[src/rtl/alu_pkg.sv]
// ============================================================================
// Module   : alu_pkg
// Purpose  : ALU opcode encoding and request type shared by the ALU and its issue stage.
// Revision : 1.0
// ============================================================================
`default_nettype none

package alu_pkg;

    localparam int ALU_OP_W       = 3;
    localparam int ALU_DATA_WIDTH = 32;

    typedef enum logic [ALU_OP_W-1:0] {
        ALU_ADD = 3'd0,
        ALU_SUB = 3'd1,
        ALU_AND = 3'd2,
        ALU_OR  = 3'd3,
        ALU_XOR = 3'd4,
        ALU_SLL = 3'd5,
        ALU_SRL = 3'd6,
        ALU_SRA = 3'd7
    } alu_op_t;

    typedef struct packed {
        logic [ALU_DATA_WIDTH-1:0] a;
        logic [ALU_DATA_WIDTH-1:0] b;
        alu_op_t                   op;
    } alu_req_t;

endpackage

`default_nettype wire

[src/rtl/alu_issue_fifo.sv]
// ============================================================================
// Module   : alu_issue_fifo
// Purpose  : Synchronous FIFO with push/pop, full/empty flags and occupancy count.
// Revision : 1.0
// ============================================================================
`default_nettype none

module alu_issue_fifo #(
    parameter int WIDTH = 8,
    parameter int DEPTH = 4
) (
    input  logic                           clk,
    input  logic                           rst_n,
    input  logic                           push,
    input  logic                           pop,
    input  logic [WIDTH-1:0]               wdata,
    output logic [WIDTH-1:0]               rdata,
    output logic                           full,
    output logic                           empty,
    output logic [$clog2(DEPTH+1)-1:0]     count
);

    localparam int PTR_W = $clog2(DEPTH);
    localparam int CNT_W = $clog2(DEPTH+1);

    localparam logic [PTR_W-1:0] c_ptr_one  = PTR_W'(1);
    localparam logic [CNT_W-1:0] c_cnt_one  = CNT_W'(1);
    localparam logic [CNT_W-1:0] c_cnt_full = CNT_W'(DEPTH);

    logic [WIDTH-1:0] r_mem [DEPTH];
    logic [PTR_W-1:0] r_wr_ptr;
    logic [PTR_W-1:0] r_rd_ptr;
    logic [CNT_W-1:0] r_count;
    logic             w_push;
    logic             w_pop;

    assign full   = (r_count == c_cnt_full);
    assign empty  = (r_count == '0);
    assign w_push = push && !full;
    assign w_pop  = pop && !empty;
    assign rdata  = r_mem[r_rd_ptr];
    assign count  = r_count;

    // Storage needs no reset: pointers and count define which entries are live.
    always_ff @(posedge clk) begin
        if (w_push) begin
            r_mem[r_wr_ptr] <= wdata;
        end
    end

    always_ff @(posedge clk) begin
        if (!rst_n) begin
            r_wr_ptr <= '0;
            r_rd_ptr <= '0;
            r_count  <= '0;
        end else begin
            if (w_push) begin
                r_wr_ptr <= r_wr_ptr + c_ptr_one;
            end
            if (w_pop) begin
                r_rd_ptr <= r_rd_ptr + c_ptr_one;
            end
            case ({w_push, w_pop})
                2'b10:   r_count <= r_count + c_cnt_one;
                2'b01:   r_count <= r_count - c_cnt_one;
                default: r_count <= r_count;
            endcase
        end
    end

endmodule

`default_nettype wire

[src/rtl/alu_issue_stage.sv]
// ============================================================================
// Module   : alu_issue_stage
// Purpose  : Operand FIFO feeding the combinational ALU plus a tagged, registered
//            result stage. Optional stats counters under ALU_ISSUE_STATS_EN.
// Revision : 1.0
// ============================================================================
`default_nettype none

module alu_issue_stage
    import alu_pkg::*;
#(
    parameter int DATA_WIDTH = 32,
    parameter int DEPTH      = 4,
    parameter int TAG_W      = 4
) (
    input  logic                         clk,
    input  logic                         rst_n,
    input  logic                         in_valid,
    output logic                         in_ready,
    input  logic [DATA_WIDTH-1:0]        in_a,
    input  logic [DATA_WIDTH-1:0]        in_b,
    input  logic [ALU_OP_W-1:0]          in_op,
    output logic [DATA_WIDTH-1:0]        alu_a,
    output logic [DATA_WIDTH-1:0]        alu_b,
    output logic [ALU_OP_W-1:0]          alu_op,
    input  logic [DATA_WIDTH-1:0]        alu_result,
    input  logic                         alu_zero,
    output logic                         out_valid,
    input  logic                         out_ready,
    output logic [DATA_WIDTH-1:0]        out_result,
    output logic                         out_zero,
    output logic [TAG_W-1:0]             out_tag,
    output logic [$clog2(DEPTH+1)-1:0]   fifo_count,
    output logic [31:0]                  stat_issued,
    output logic [31:0]                  stat_stall
);

    localparam int REQ_W = 2*DATA_WIDTH + ALU_OP_W;

    localparam logic [TAG_W-1:0] c_tag_one = TAG_W'(1);

    typedef enum logic [0:0] {
        OUT_EMPTY = 1'b0,
        OUT_FULL  = 1'b1
    } out_state_t;

    out_state_t             r_state;
    logic [DATA_WIDTH-1:0]  r_result;
    logic                   r_zero;
    logic [TAG_W-1:0]       r_tag;
    logic [TAG_W-1:0]       r_tag_cnt;

    logic [REQ_W-1:0]       w_wdata;
    logic [REQ_W-1:0]       w_rdata;
    logic                   w_full;
    logic                   w_empty;
    logic                   w_push;
    logic                   w_issue;

    assign w_wdata  = {in_a, in_b, in_op};
    assign in_ready = !w_full;
    assign w_push   = in_valid && !w_full;
    assign w_issue  = !w_empty && ((r_state == OUT_EMPTY) || out_ready);

    alu_issue_fifo #(
        .WIDTH (REQ_W),
        .DEPTH (DEPTH)
    ) u_fifo (
        .clk   (clk),
        .rst_n (rst_n),
        .push  (w_push),
        .pop   (w_issue),
        .wdata (w_wdata),
        .rdata (w_rdata),
        .full  (w_full),
        .empty (w_empty),
        .count (fifo_count)
    );

    // Stale storage would otherwise leak onto the ALU inputs when nothing is queued.
    assign alu_a  = w_empty ? '0 : w_rdata[REQ_W-1 -: DATA_WIDTH];
    assign alu_b  = w_empty ? '0 : w_rdata[ALU_OP_W +: DATA_WIDTH];
    assign alu_op = w_empty ? '0 : w_rdata[ALU_OP_W-1:0];

    always_ff @(posedge clk) begin
        if (!rst_n) begin
            r_state   <= OUT_EMPTY;
            r_result  <= '0;
            r_zero    <= 1'b0;
            r_tag     <= '0;
            r_tag_cnt <= '0;
        end else begin
            case (r_state)
                OUT_EMPTY: if (w_issue)               r_state <= OUT_FULL;
                OUT_FULL:  if (out_ready && !w_issue) r_state <= OUT_EMPTY;
            endcase
            if (w_issue) begin
                r_result  <= alu_result;
                r_zero    <= alu_zero;
                r_tag     <= r_tag_cnt;
                r_tag_cnt <= r_tag_cnt + c_tag_one;
            end
        end
    end

    assign out_valid  = (r_state == OUT_FULL);
    assign out_result = r_result;
    assign out_zero   = r_zero;
    assign out_tag    = r_tag;

`ifdef ALU_ISSUE_STATS_EN
    logic [31:0] r_stat_issued;
    logic [31:0] r_stat_stall;

    always_ff @(posedge clk) begin
        if (!rst_n) begin
            r_stat_issued <= '0;
            r_stat_stall  <= '0;
        end else begin
            if (w_issue) begin
                r_stat_issued <= r_stat_issued + 32'd1;
            end
            if (in_valid && w_full) begin
                r_stat_stall <= r_stat_stall + 32'd1;
            end
        end
    end

    assign stat_issued = r_stat_issued;
    assign stat_stall  = r_stat_stall;
`else
    assign stat_issued = '0;
    assign stat_stall  = '0;
`endif

endmodule

`default_nettype wire

[config.mk]
export PLATFORM = sky130hd
export DESIGN_NAME = alu_issue_stage
export DESIGN_NICKNAME = d
export VERILOG_FILES = /design/src/rtl/alu_pkg.sv /design/src/rtl/alu_issue_fifo.sv /design/src/rtl/alu_issue_stage.sv
export SDC_FILE = /design/constraint.sdc
export NUM_CORES = 1
export LEC_CHECK = 0
export ABC_AREA = 1
export BUFFER_PORTS_ARGS = -buffer_cell sky130_fd_sc_hd__buf_2
export CAP_MARGIN = 30
export CORE_AREA = 4 4 166 168
export CTS_CLUSTER_SIZE = 8
export DETAILED_ROUTE_END_ITERATION = 12
export DIE_AREA = 0 0 170 172
export GPL_TIMING_DRIVEN = 0
export HOLD_SLACK_MARGIN = 0.02
export PLACE_DENSITY_LB_ADDON = 0.1
export SYNTH_ARGS = -nofsm -noshare
export SYNTH_HDL_FRONTEND = slang
export SYNTH_SLANG_ARGS = --single-unit
[constraint.sdc]
create_clock -name clk -period 4.85 [get_ports clk]
set_input_delay 0.7275 -clock clk [delete_from_list [all_inputs] [get_ports clk]]
set_output_delay 0.7275 -clock clk [all_outputs]
set_load 0.005 [all_outputs]
Word level (Yosys, flattened, before mapping)
Memories as Yosys holds them, arrays and structs flattened. A register that Yosys moved wholly into a read port is not among the register bits. Index checks and enable logic that the tools add are counted.

Register bits after elaboration: 49. Bits in writable memories: 268. Bits of input ports: 104. Output and inout port bits: 173. Word-level logic and storage cells: 40. Memories kept: 1.

Add/subtract/negate cells: 5. Equal/unequal tests: 3. Muxes and demuxes: 11. Bitwise logic cells: 1. Reduce and logical (&&, ||, !) cells: 11.

Memories: u_fifo.r_mem (words 4, bits a word 67, rd ports 1, clocked after Yosys merged registers in 1, write ports 1, line alu_issue_fifo.sv:30) `logic [WIDTH-1:0] r_mem [DEPTH];`.

Operators with widths (number): $mux 32 (2); $pmux 3 s2 (1); $logic_and 1x1->1 (5); $add 2x1->2 const B (2); $add 4x1->4 const B (1); $mux 1 (4); $mux 2 (2); $add 3x1->3 const B (1); $eq 3x3->1 const B (1); $logic_not 1->1 (3); $logic_not 3->1 (1); $mux 3 (1); $sub 3x1->3 const B (1); $eq 2x1->1 const B (1); $eq 2x2->1 const B (1); $pmux 1 s2 (1); $reduce_bool 2->1 (1); $logic_or 1x1->1 (1); $not 1->1 (1).

Depth between registers and ports, before layout
Gate-level depths: netlist (run 1).

Depth after elaboration: 7. Mapped depth: 13. Gate-level depth less buffers: 12.

Hierarchy
From an unflattened synthesis (run 1), not the netlist that was laid out.

Cell total of the unflattened synthesis: 1120. Area, all modules: 12991.2 um2.

Modules (own cells, without submodules): alu_issue_fifo (times used 1, cells an instance 718, area an instance 10422.5 um2, sequential area each 8227.9 um2); alu_issue_stage (times used 1, cells an instance 402, area an instance 2568.7 um2, sequential area each 840.8 um2).

Worst setup path after synthesis (run 1)
Ideal clock, no wire load.

Kind: input to register. Start: input port in_valid. End: memory u_fifo.r_mem[0][0] (netlist bit) (enable). Setup time: 0.492 ns. Arrival time: 3.627 ns. Required time: 4.358 ns. Slack: 0.731 ns. Stages on the path: 2. Path buffers: 0. Cells stage by stage: nand2_2 > nor2_1.

Longest elaborated chain between the ends: 4.

Ends and longest elaborated chain: start: declaration (line alu_issue_stage.sv:18) `input logic in_valid,`; $logic_and 1x1->1 (line alu_issue_stage.sv:62) `assign w_push = in_valid && !w_full;`; $logic_and 1x1->1 (line alu_issue_fifo.sv:39) `assign w_push = push && !full;`; $mux 1 (line alu_issue_fifo.sv:46) `if (w_push) begin`; $mux 1 (not written as such) (line alu_issue_fifo.sv:47) `r_mem[r_wr_ptr] <= wdata;`; end: declaration (line alu_issue_fifo.sv:30).

Every way passes these cells.

==> qor.yml, run 1 <==
status: "completed"
nets: 1557
synth_fa_ha_area_share_pct: 0.739
crit_chain: "buf_4 > inv_4 > clkbuf_1 > o21ai_0 > a21oi_1 > buf_2"
die_h_um: 172
grt_pass1_wl_mm: 45.0
root_buffer: "clkbuf_16"
max_clock_freq_mhz: 342
routed_wirelength_mm: 29.9
rows: 59
mostFrequentLayoutCells: "349 x nor2_1, 268 x edfxtp_1, 232 x buf_2"
n_antenna_cell: 0
setup_viol: 0
mappedNetlistArea_um2: 12900
ys_top_cells_by_area: "edfxtp_1 63%, nor2_1 10%, dfxtp_1 7.9%"
ctsHoldBuffers: 0
cts_tree: "done"
powerDensity_nw_per_um2: 596
cp_num_cells: 6
gp_congestion: 0.732
worstSetupStartpointType: "flip-flop"
cts.htree.levels: 2
cp-end-kind: "output port"
yosys.area_share.simple_pct: 11.6
cap_violations: 0
rsz0062_at_grt: "false"
hp-class: "in2reg"
synthCells: 1116
slew_headroom_pct: 47.9
period_share_pct: 60.2
cts_resized: 0
max_stage_delay_ns: 0.46
crit_fanout: 10
ys_seq_elements: 319
fin_crit_ns: 2.92
fin_tns_setup_ns: 0
drtIter0Drc: 612
port_buffers: 212
num_io_pins: 277
drcViolationCount: 0
synth_seq_area_share_pct: 70.4
r2r_cells: 6
ctsLongestPathBuffers: 3
vias: 8807
worst-setup-path-type: "reg2out"
fp.dieW_um: 170
cp_num_buf_inv: 4
grt-ovfl-total: 0
cp.required_ns: 4.12
synth_compound_area_share_pct: 9.84
dp_cells: 1734
yosysWarningCount: 0
synth_top_cell_by_area: "edfxtp_1"
hold_depth: 1
synth_top_family_by_area: "simple AND/OR/NAND/NOR gates"
core_um2: 25900
grt_max_degree: 29
cts_inserted_buffers: 45
cp_top_family: "buffers and inverters"
synth_xor_area_share_pct: 0
synth.top_cell.area_share_pct: 62.5
drive_above_1_share_pct: 26.7
tightest_slew_ns: 0.780
vias_per_cell: 4.90
fin_cells: 1797
p_total_w: 0.00955
postSynthAreaPerCell_um2: 11.5
peakVddDrop_mv: 0.381
final_antenna_net_count: 0
post_cts_buffers: 0
p_leak_nw: 6.45
clock_sinks: 319
grt_use_total_pct: 19.7
drt-pass1-iter-count: 5
initial_core_util_pct: 49.7
antenna_found_initial: 5
ys_types: 27
fin_skew_ns: 0.00674
synthMuxAreaShare_pct: 0
fin_util_pct: 61.8
grt_pass1_vias: 8345
dp_hpwl_mm: 19.1
final_common_cell: "nor2_1"
slew_viol_final: 0
worstSkewPairLatency_ns: 0.52
crit_path_top_delay_cell: "clkbuf_1"
post_drt_wl_per_cell_um: 16.6
cp.arrival_ns: 2.19
fp.dieArea_um2: 29200
path_clk_slew_ns: 0.05
syn_to_final_growth_pct: 24.5
hold_viol: 0
## power by group
part           total [W]  switching, W  internal [W]
logic            0.00331       0.00207       0.00124
clock network    0.00275       0.00102       0.00173
registers        0.00348      0.000127       0.00336
## path summary, 6_finish.rpt
kind,start,endpoint,slack [ns]
setup / recovery,flip-flop,alu_b[31],1.93
hold / removal,in_b[24],u_fifo.r_mem[0][27],0.42
setup reg to reg,u_fifo.count[1],u_fifo.r_mem[3][50],2.54
hold reg to reg,out_result[19],out_result[19],0.47
## synth_stat cells
library cell / number
ha_1: 6
inv_1: 19
inv_4: 1
nand2_1: 21
buf_1: 1
nand3_1: 6
o21ai_1: 64
nand4_1: 1
nor2_1: 353
clkbuf_1: 19
buf_6: 10
a21oi_4: 1
dfxtp_1: 51
buf_4: 74
conb_1: 1
clkbuf_2: 3
nand2_2: 2
edfxtp_1: 268
nor2_4: 1
nand3b_1: 1
inv_2: 4
buf_2: 20
a21oi_1: 75
nand2_4: 1
o21ai_0: 111
nor2_2: 1
fa_1: 1
## logic make-up (layout without fill, tap and decap cells)
| family | after synthesis | in the layout |
|---|---|---|
| adders and majority gates | 7 | 7 |
| DFF | 319 | 319 |
| buffers and inverters | 151 | 434 |
| AOI/OAI and AO/OA | 251 | 251 |
| and+or+nand+nor | 387 | 387 |
| other | 1 | 64 |
## worst reg2reg max path: cells and delay by family (launching register included)
| kind | cells | cell delay [ns] |
|---|---|---|
| buf+inv | 2 | 0.51 |
| flops | 1 | 0.42 |
| simple gates | 4 | 1.05 |
## metal layers
layer  vias up  track usage (%)  wire [µm]
met5         -                0         44
met2       308             33.5      14700
met3        43             4.44       2440
met1      4083             26.4      12300
met4        10             4.27        387
li1       4363                -          -
## area by class of cell
class	count	area [µm²]
Multi-Input combinational cell	709	3120
Sequential cell	319	9070
Clock inverter	1	8.76
Fill cell	2132	9890
Timing Repair Buffer	220	1220
Buffer	127	858
Tap cell	335	419
Clock buffer	62	1230
Inverter	24	92.6
## registers in the layout (all words and copies together) (netlist names), named ones only
register	count
u_fifo.r_mem	268
u_fifo.count	3
out_result	32
r_tag_cnt	4
out_tag	4
out_zero	1
u_fifo.r_rd_ptr	2
out_valid	1
u_fifo.r_wr_ptr	2
## through the flow
stage	instance area, µm²	setup slack (ns)	hold slack, ns
3_3_place_gp	14600	-1.71	0.456
4_1_cts	16000	1.86	0.404
5_1_grt	16000	1.74	0.407
3_5_place_dp	14800	2.29	0.466
2_1_floorplan	13100	0.731	0.466
6_report	16000	1.93	0.424
(Power assumes the default switching activity.)
==> inputs of run 2 (changes only) <==
--- a/config.mk
+++ b/config.mk
@@ -8,10 +8,10 @@
 export ABC_AREA = 1
 export BUFFER_PORTS_ARGS = -buffer_cell sky130_fd_sc_hd__buf_2
 export CAP_MARGIN = 30
-export CORE_AREA = 4 4 166 168
+export CORE_AREA = 4 4 168 170
 export CTS_CLUSTER_SIZE = 8
 export DETAILED_ROUTE_END_ITERATION = 12
-export DIE_AREA = 0 0 170 172
+export DIE_AREA = 0 0 172 174
 export GPL_TIMING_DRIVEN = 0
 export HOLD_SLACK_MARGIN = 0.02
 export PLACE_DENSITY_LB_ADDON = 0.1
==> constraint.sdc (replaced) <==
create_clock -name clk -period 2.6 [get_ports clk]
set_input_delay 0.39 -clock clk [delete_from_list [all_inputs] [get_ports clk]]
set_output_delay 0.39 -clock clk [all_outputs]
set_load 0.005 [all_outputs]
==> qor.yml, run 2 (synthesis results as in run 1) <==
status: "completed"  # unchanged
die_h_um: 174  # was 172 µm
rsz0062_at_grt: "false"  # unchanged
drive_above_1_share_pct: 27.3  # was 26.7%
largest_register_ffs: 268  # unchanged
initial_core_util_pct: 48.2  # was 49.7%
setup_viol: 0  # unchanged
grtUsageMet3_pct: 4.57  # was 4.44%
hp-start: "in_a[9]"  # was in_b[24]
ctsLongestPathBuffers: 3  # unchanged
antenna_found_initial: 4  # was 5
max_clock_freq_mhz: 403
reg2reg_to: "u_fifo.r_mem[2][12]"  # was u_fifo.r_mem[3][50]
root_buffer: "clkbuf_16"  # unchanged
final_antenna_net_count: 0  # unchanged
largest_register: "u_fifo.r_mem"  # unchanged
peakVddDrop_mv: 0.593  # was 0.381 mV
cts.htree.levels: 2  # unchanged
r2r_cells: 5  # was 6
worst_hold_path.endpoint: "u_fifo.r_mem[2][44]"  # was u_fifo.r_mem[0][27]
port_buffers: 212  # unchanged
gp_congestion: 0.756  # was 0.732
powerDensity_nw_per_um2: 1110  # was 596 nW/µm²
mostFrequentLayoutCells: "349 x nor2_1, 268 x edfxtp_1, 232 x buf_2"  # unchanged
drt-pass1-iter-count: 5  # unchanged
cp.arrival_ns: 2.09  # was 2.19 ns
drcViolationCount: 0  # unchanged
period_share_pct: 95.4
worst-setup-path-type: "reg2out"  # unchanged
cts_tree: "done"  # unchanged
cp_num_buf_inv: 5  # was 4
tightest_slew_ns: 0.814  # was 0.780 ns
core_um2: 26700  # was 25,900 µm²
cts_inserted_buffers: 45  # unchanged
cp-end-kind: "output port"  # unchanged
num_io_pins: 277  # unchanged
use_met2_pct: 33.5  # about the same
post_drt_wl_per_cell_um: 16.7  # was 16.6 µm
clock_sinks: 319  # unchanged
max_stage_delay_ns: 0.29  # was 0.46 ns
crit_chain: "buf_4 > inv_4 > buf_6 > clkbuf_2 > o21ai_1 > a21oi_1 > buf_2"  # was buf_4 > inv_4 > clkbuf_1 > o21ai_0 > a21oi_1 > buf_2
nets: 1558  # was 1,557
globalRouteMet1Util_pct: 25.2  # was 26.4%
rows: 60  # was 59
fin_ws_ns: 0.119  # was 1.93 ns
drtIter0Drc: 473  # was 612
vias_per_cell: 4.88  # was 4.90
hp-class: "in2reg"  # unchanged
fin_crit_ns: 2.48
vias: 8814  # was 8,807
grt_use_total_pct: 19.6  # was 19.7%
grt_most_used_layer: "met2"  # unchanged
grt_pass1_vias: 8613  # was 8,345
hold_depth: 1  # unchanged
slew_viol_final: 0  # unchanged
fin_skew_ns: 0.0155  # was 0.00674 ns
grt_max_degree: 29  # unchanged
worstSetupStartpointType: "flip-flop"  # unchanged
dp_hpwl_mm: 19.4  # was 19.1 mm
crit_path_top_delay_cell: "dfxtp_1"  # was clkbuf_1
cp.required_ns: 2.21  # was 4.12 ns
fp.dieArea_um2: 29900  # was 29,200 µm²
path_clk_slew_ns: 0.05  # about the same
cp_top_family: "buffers and inverters"  # unchanged
fillerInstances: 2252  # was 2,132
rrSetupSlack_ns: 0.48  # was 2.54 ns
fin_util_pct: 60.2  # was 61.8%
grt-ovfl-total: 0  # unchanged
final_common_cell: "nor2_1"  # unchanged
rr_startpoint: "u_fifo.count[1]"  # unchanged
grt_pass1_wl_mm: 46.0  # was 45.0 mm
hold_viol: 0  # unchanged
place_ws_ns: 0.457  # was 2.29 ns
syn_to_final_growth_pct: 24.9  # was 24.5%
slew_headroom_pct: 45.6  # was 47.9%
crit_fanout: 10  # unchanged
fp.dieW_um: 172  # was 170 µm
routed_wirelength_mm: 30.2  # was 29.9 mm
worstSkewPairLatency_ns: 0.52  # about the same
p_leak_nw: 6.49  # was 6.45 nW
cap_violations: 0  # unchanged
==> run 2: changes by cell type in the layout (fill, tap and decap cells not counted) <==
cell and change:
buf_12 -1, clkbuf_4 +2, buf_16 +2, clkbuf_2 +6, diode_2 +1, clkbuf_1 -7
==> run 2: worst max path at each step <==
stage,startpoint,slack (ns),to,depth (start not counted)
CTS,flip-flop,0.02,alu_b[17],6
floorplan,u_fifo.count[1],-0.31,u_fifo.r_mem[0][0],4
detailed placement,u_fifo.count[1],0.46,u_fifo.r_mem[2][10],5
global route,flip-flop,0.01,alu_b[22],7
finish,flip-flop,0.12,alu_a[26],7
global placement,u_fifo.count[1],-1.84,u_fifo.r_mem[3][53],4
==> run 2: layer usage <==
metal / vias to the layer above / wire [µm]
li1: 4376 / -
met1: 4092 / 12500
met2: 282 / 14900
met3: 56 / 2090
met4: 8 / 658
met5: - / 55
==> run 2: metrics by stage <==
stage,hold slack (ns),cells,instance area (µm²),TNS [ns],total power [W]
final,0.0844,1806,16100,0,0.0179
after global routing,0.0700,1805,16100,0,0.0191
after CTS,0.0614,1805,16100,0,0.0181
after detailed placement,0.467,1741,14800,0,0.0129
after global placement,0.458,1732,14600,-478.86,0.0128
after floorplan,0.466,1179,13100,-83.87,0.0102
==> run 2: cell type report <==
class | instances | area (µm²) | area share [%]
Clock buffer | 63 | 1240 | 7.68
Inverter | 24 | 92.6 | 0.576
Tap cell | 341 | 427 | 2.65
Timing Repair Buffer | 221 | 1260 | 7.81
Clock inverter | 1 | 8.76 | 0.0544
Sequential cell | 319 | 9070 | 56.4
Antenna cell | 1 | 2.50 | 0.0156
Multi-Input combinational cell | 709 | 3120 | 19.4
Buffer | 127 | 873 | 5.43
==> run 2: power by group <==
group | switching [W] | leakage [nW] | internal (W) | total [W]
sequential | 0.000241 | 2.88 | 0.00626 | 0.00650
clock | 0.00192 | 0.603 | 0.00323 | 0.00515
combinational | 0.00389 | 3.01 | 0.00235 | 0.00624
total | 0.00605 | 6.49 | 0.0118 | 0.0179
==> run 2: worst register-to-register path, delay by kind of cell, from the launching register on <==
kind                   cells  cell delay (ns)
and+or+nand+nor            4             1.07
DFF                        1             0.41
buffers and inverters      1             0.30
==> run 2: what timing repair did <==
action                                  4_1_cts  5_1_grt
setup buffers                                 0        0
resized for setup                             4       12
endpoints found under the setup margin        6       16
hold buffers                                  0        0
==> inputs of run 3 (changes only) <==
--- a/config.mk
+++ b/config.mk
@@ -8,10 +8,10 @@
 export ABC_AREA = 1
 export BUFFER_PORTS_ARGS = -buffer_cell sky130_fd_sc_hd__buf_2
 export CAP_MARGIN = 30
-export CORE_AREA = 4 4 168 170
+export CORE_AREA = 5 5 169 171
 export CTS_CLUSTER_SIZE = 8
 export DETAILED_ROUTE_END_ITERATION = 12
-export DIE_AREA = 0 0 172 174
+export DIE_AREA = 0 0 174 176
 export GPL_TIMING_DRIVEN = 0
 export HOLD_SLACK_MARGIN = 0.02
 export PLACE_DENSITY_LB_ADDON = 0.1
==> qor.yml, run 3 (synthesis results as in run 1) <==
final_common_cell: "nor2_1"  # unchanged
peakVddDrop_mv: 0.648  # was 0.593 mV
grt_use_total_pct: 19.2  # was 19.6%
fin_skew_ns: 0.0159  # was 0.0155 ns
fp.dieW_um: 174  # was 172 µm
ctsHoldBuffers: 0  # unchanged
drtIter0Drc: 534  # was 473
grt_pass1_vias: 8639  # was 8,613
grt_max_degree: 29  # unchanged
crit_fanout: 10  # unchanged
stdcell_area_um2: 16100  # about the same
max_clock_freq_mhz: 403  # about the same
vias_per_cell: 4.87  # was 4.88
drive_above_1_share_pct: 27.1  # was 27.3%
whs_ns: 0.0828  # was 0.0844 ns
grt_pass1_wl_mm: 46.7  # was 46.0 mm
drt-pass1-iter-count: 5  # unchanged
p_total_w: 0.0179  # about the same
cts_inserted_buffers: 45  # unchanged
largest_register: "u_fifo.r_mem"  # unchanged
worst-setup-path-type: "reg2out"  # unchanged
setup_viol: 0  # unchanged
worstSkewPairLatency_ns: 0.52  # about the same
fin_crit_ns: 2.48  # about the same
hp-class: "in2reg"  # unchanged
final_antenna_net_count: 0  # unchanged
path_clk_slew_ns: 0.05  # about the same
clock_sinks: 319  # unchanged
fin_cells: 1804  # was 1,806
powerDensity_nw_per_um2: 1110  # about the same
routed_wirelength_mm: 30.2  # about the same
die_h_um: 176  # was 174 µm
largest_register_ffs: 268  # unchanged
cts_tree: "done"  # unchanged
port_buffers: 212  # unchanged
n_antenna_cell: 0  # was 1
rsz0062_at_grt: "true"  # was false
slew_viol_final: 0  # unchanged
rows: 60  # unchanged
cp.required_ns: 2.21  # about the same
fp.dieArea_um2: 30600  # was 29,900 µm²
slew_headroom_pct: 47.5  # was 45.6%
p_leak_nw: 6.47  # was 6.49 nW
syn_to_final_growth_pct: 24.7  # was 24.9%
cp.arrival_ns: 2.09  # about the same
vias: 8789  # was 8,814
period_share_pct: 95.3  # was 95.4%
cap_violations: 0  # unchanged
mostFrequentLayoutCells: "349 x nor2_1, 268 x edfxtp_1, 231 x buf_2"  # was 349 x nor2_1, 268 x edfxtp_1, 232 x buf_2
core_um2: 26700  # unchanged
gp_congestion: 0.746  # was 0.756
dp_hpwl_mm: 19.5  # was 19.4 mm
root_buffer: "clkbuf_16"  # unchanged
tightest_slew_ns: 0.786  # was 0.814 ns
num_io_pins: 277  # unchanged
cts.htree.levels: 2  # unchanged
drcViolationCount: 0  # unchanged
placed_cell_area_um2: 14800  # about the same
post_drt_wl_per_cell_um: 16.7  # about the same
hold_viol: 0  # unchanged
ctsLongestPathBuffers: 3  # unchanged
cp-end-kind: "output port"  # unchanged
worstSetupStartpointType: "flip-flop"  # unchanged
status: "completed"  # unchanged
initial_core_util_pct: 48.2  # unchanged
grt-ovfl-total: 0  # unchanged
nets: 1557  # was 1,558
fin_util_pct: 60.1  # was 60.2%
antenna_found_initial: 6  # was 4
dp_cells: 1740  # was 1,741
## run 3: critical path, cell delays in order, from the launching register on
cell	delay, ns
dfxtp_1	0.35
nor2_4	0.19
nand2_4	0.10
inv_2	0.12
clkbuf_1	0.46
a21oi_1	0.17
buf_2	0.17
## run 3: power breakdown
group	total, W	switching, W	internal (W)
Combinational	0.00623	0.00388	0.00234
Clock	0.00516	0.00193	0.00323
Sequential	0.00650	0.000238	0.00626
## run 3: worst paths after layout
kind                   start                   to  slack (ns)  cells past startpoint
min                 in_a[18]  u_fifo.r_mem[1][53]        0.08                      1
min reg2reg   out_result[23]       out_result[23]        0.48                      2
max          u_fifo.count[0]            alu_a[21]        0.12                      6
max reg2reg  u_fifo.count[0]  u_fifo.r_mem[0][12]        0.52                      5
## run 3: through the flow
stage	setup TNS, ns	worst slack, ns
2_1_floorplan	-83.87	-0.313
3_3_place_gp	-469.93	-1.83
5_1_grt	-0.00317	-0.00317
6_report	0	0.121
4_1_cts	0	0.0269
3_5_place_dp	0	0.467
## run 3: layer usage
layer | routed length, µm | share of wire, % | track usage, %
met1 | 12600 | 42 | 24.8
met2 | 14800 | 49 | 32.6
met3 | 2190 | 7.3 | 5.33
met4 | 544 | 1.8 | 4.85
met5 | 69 | 0.23 | 0
## run 3: cell type report
type	instances	area (µm²)
Clock inverter	1	8.76
Clock buffer	63	1240
Timing Repair Buffer	220	1220
Tap cell	341	427
Sequential cell	319	9070
Inverter	24	92.6
Buffer	127	877
Fill cell	2238	10700
Multi-Input combinational cell	709	3120
## run 3: what timing repair did
action / 4_1_cts / 5_1_grt
resized for setup: 2 / 17
endpoints found under the setup margin: 7 / 25
setup buffers: 0 / 0
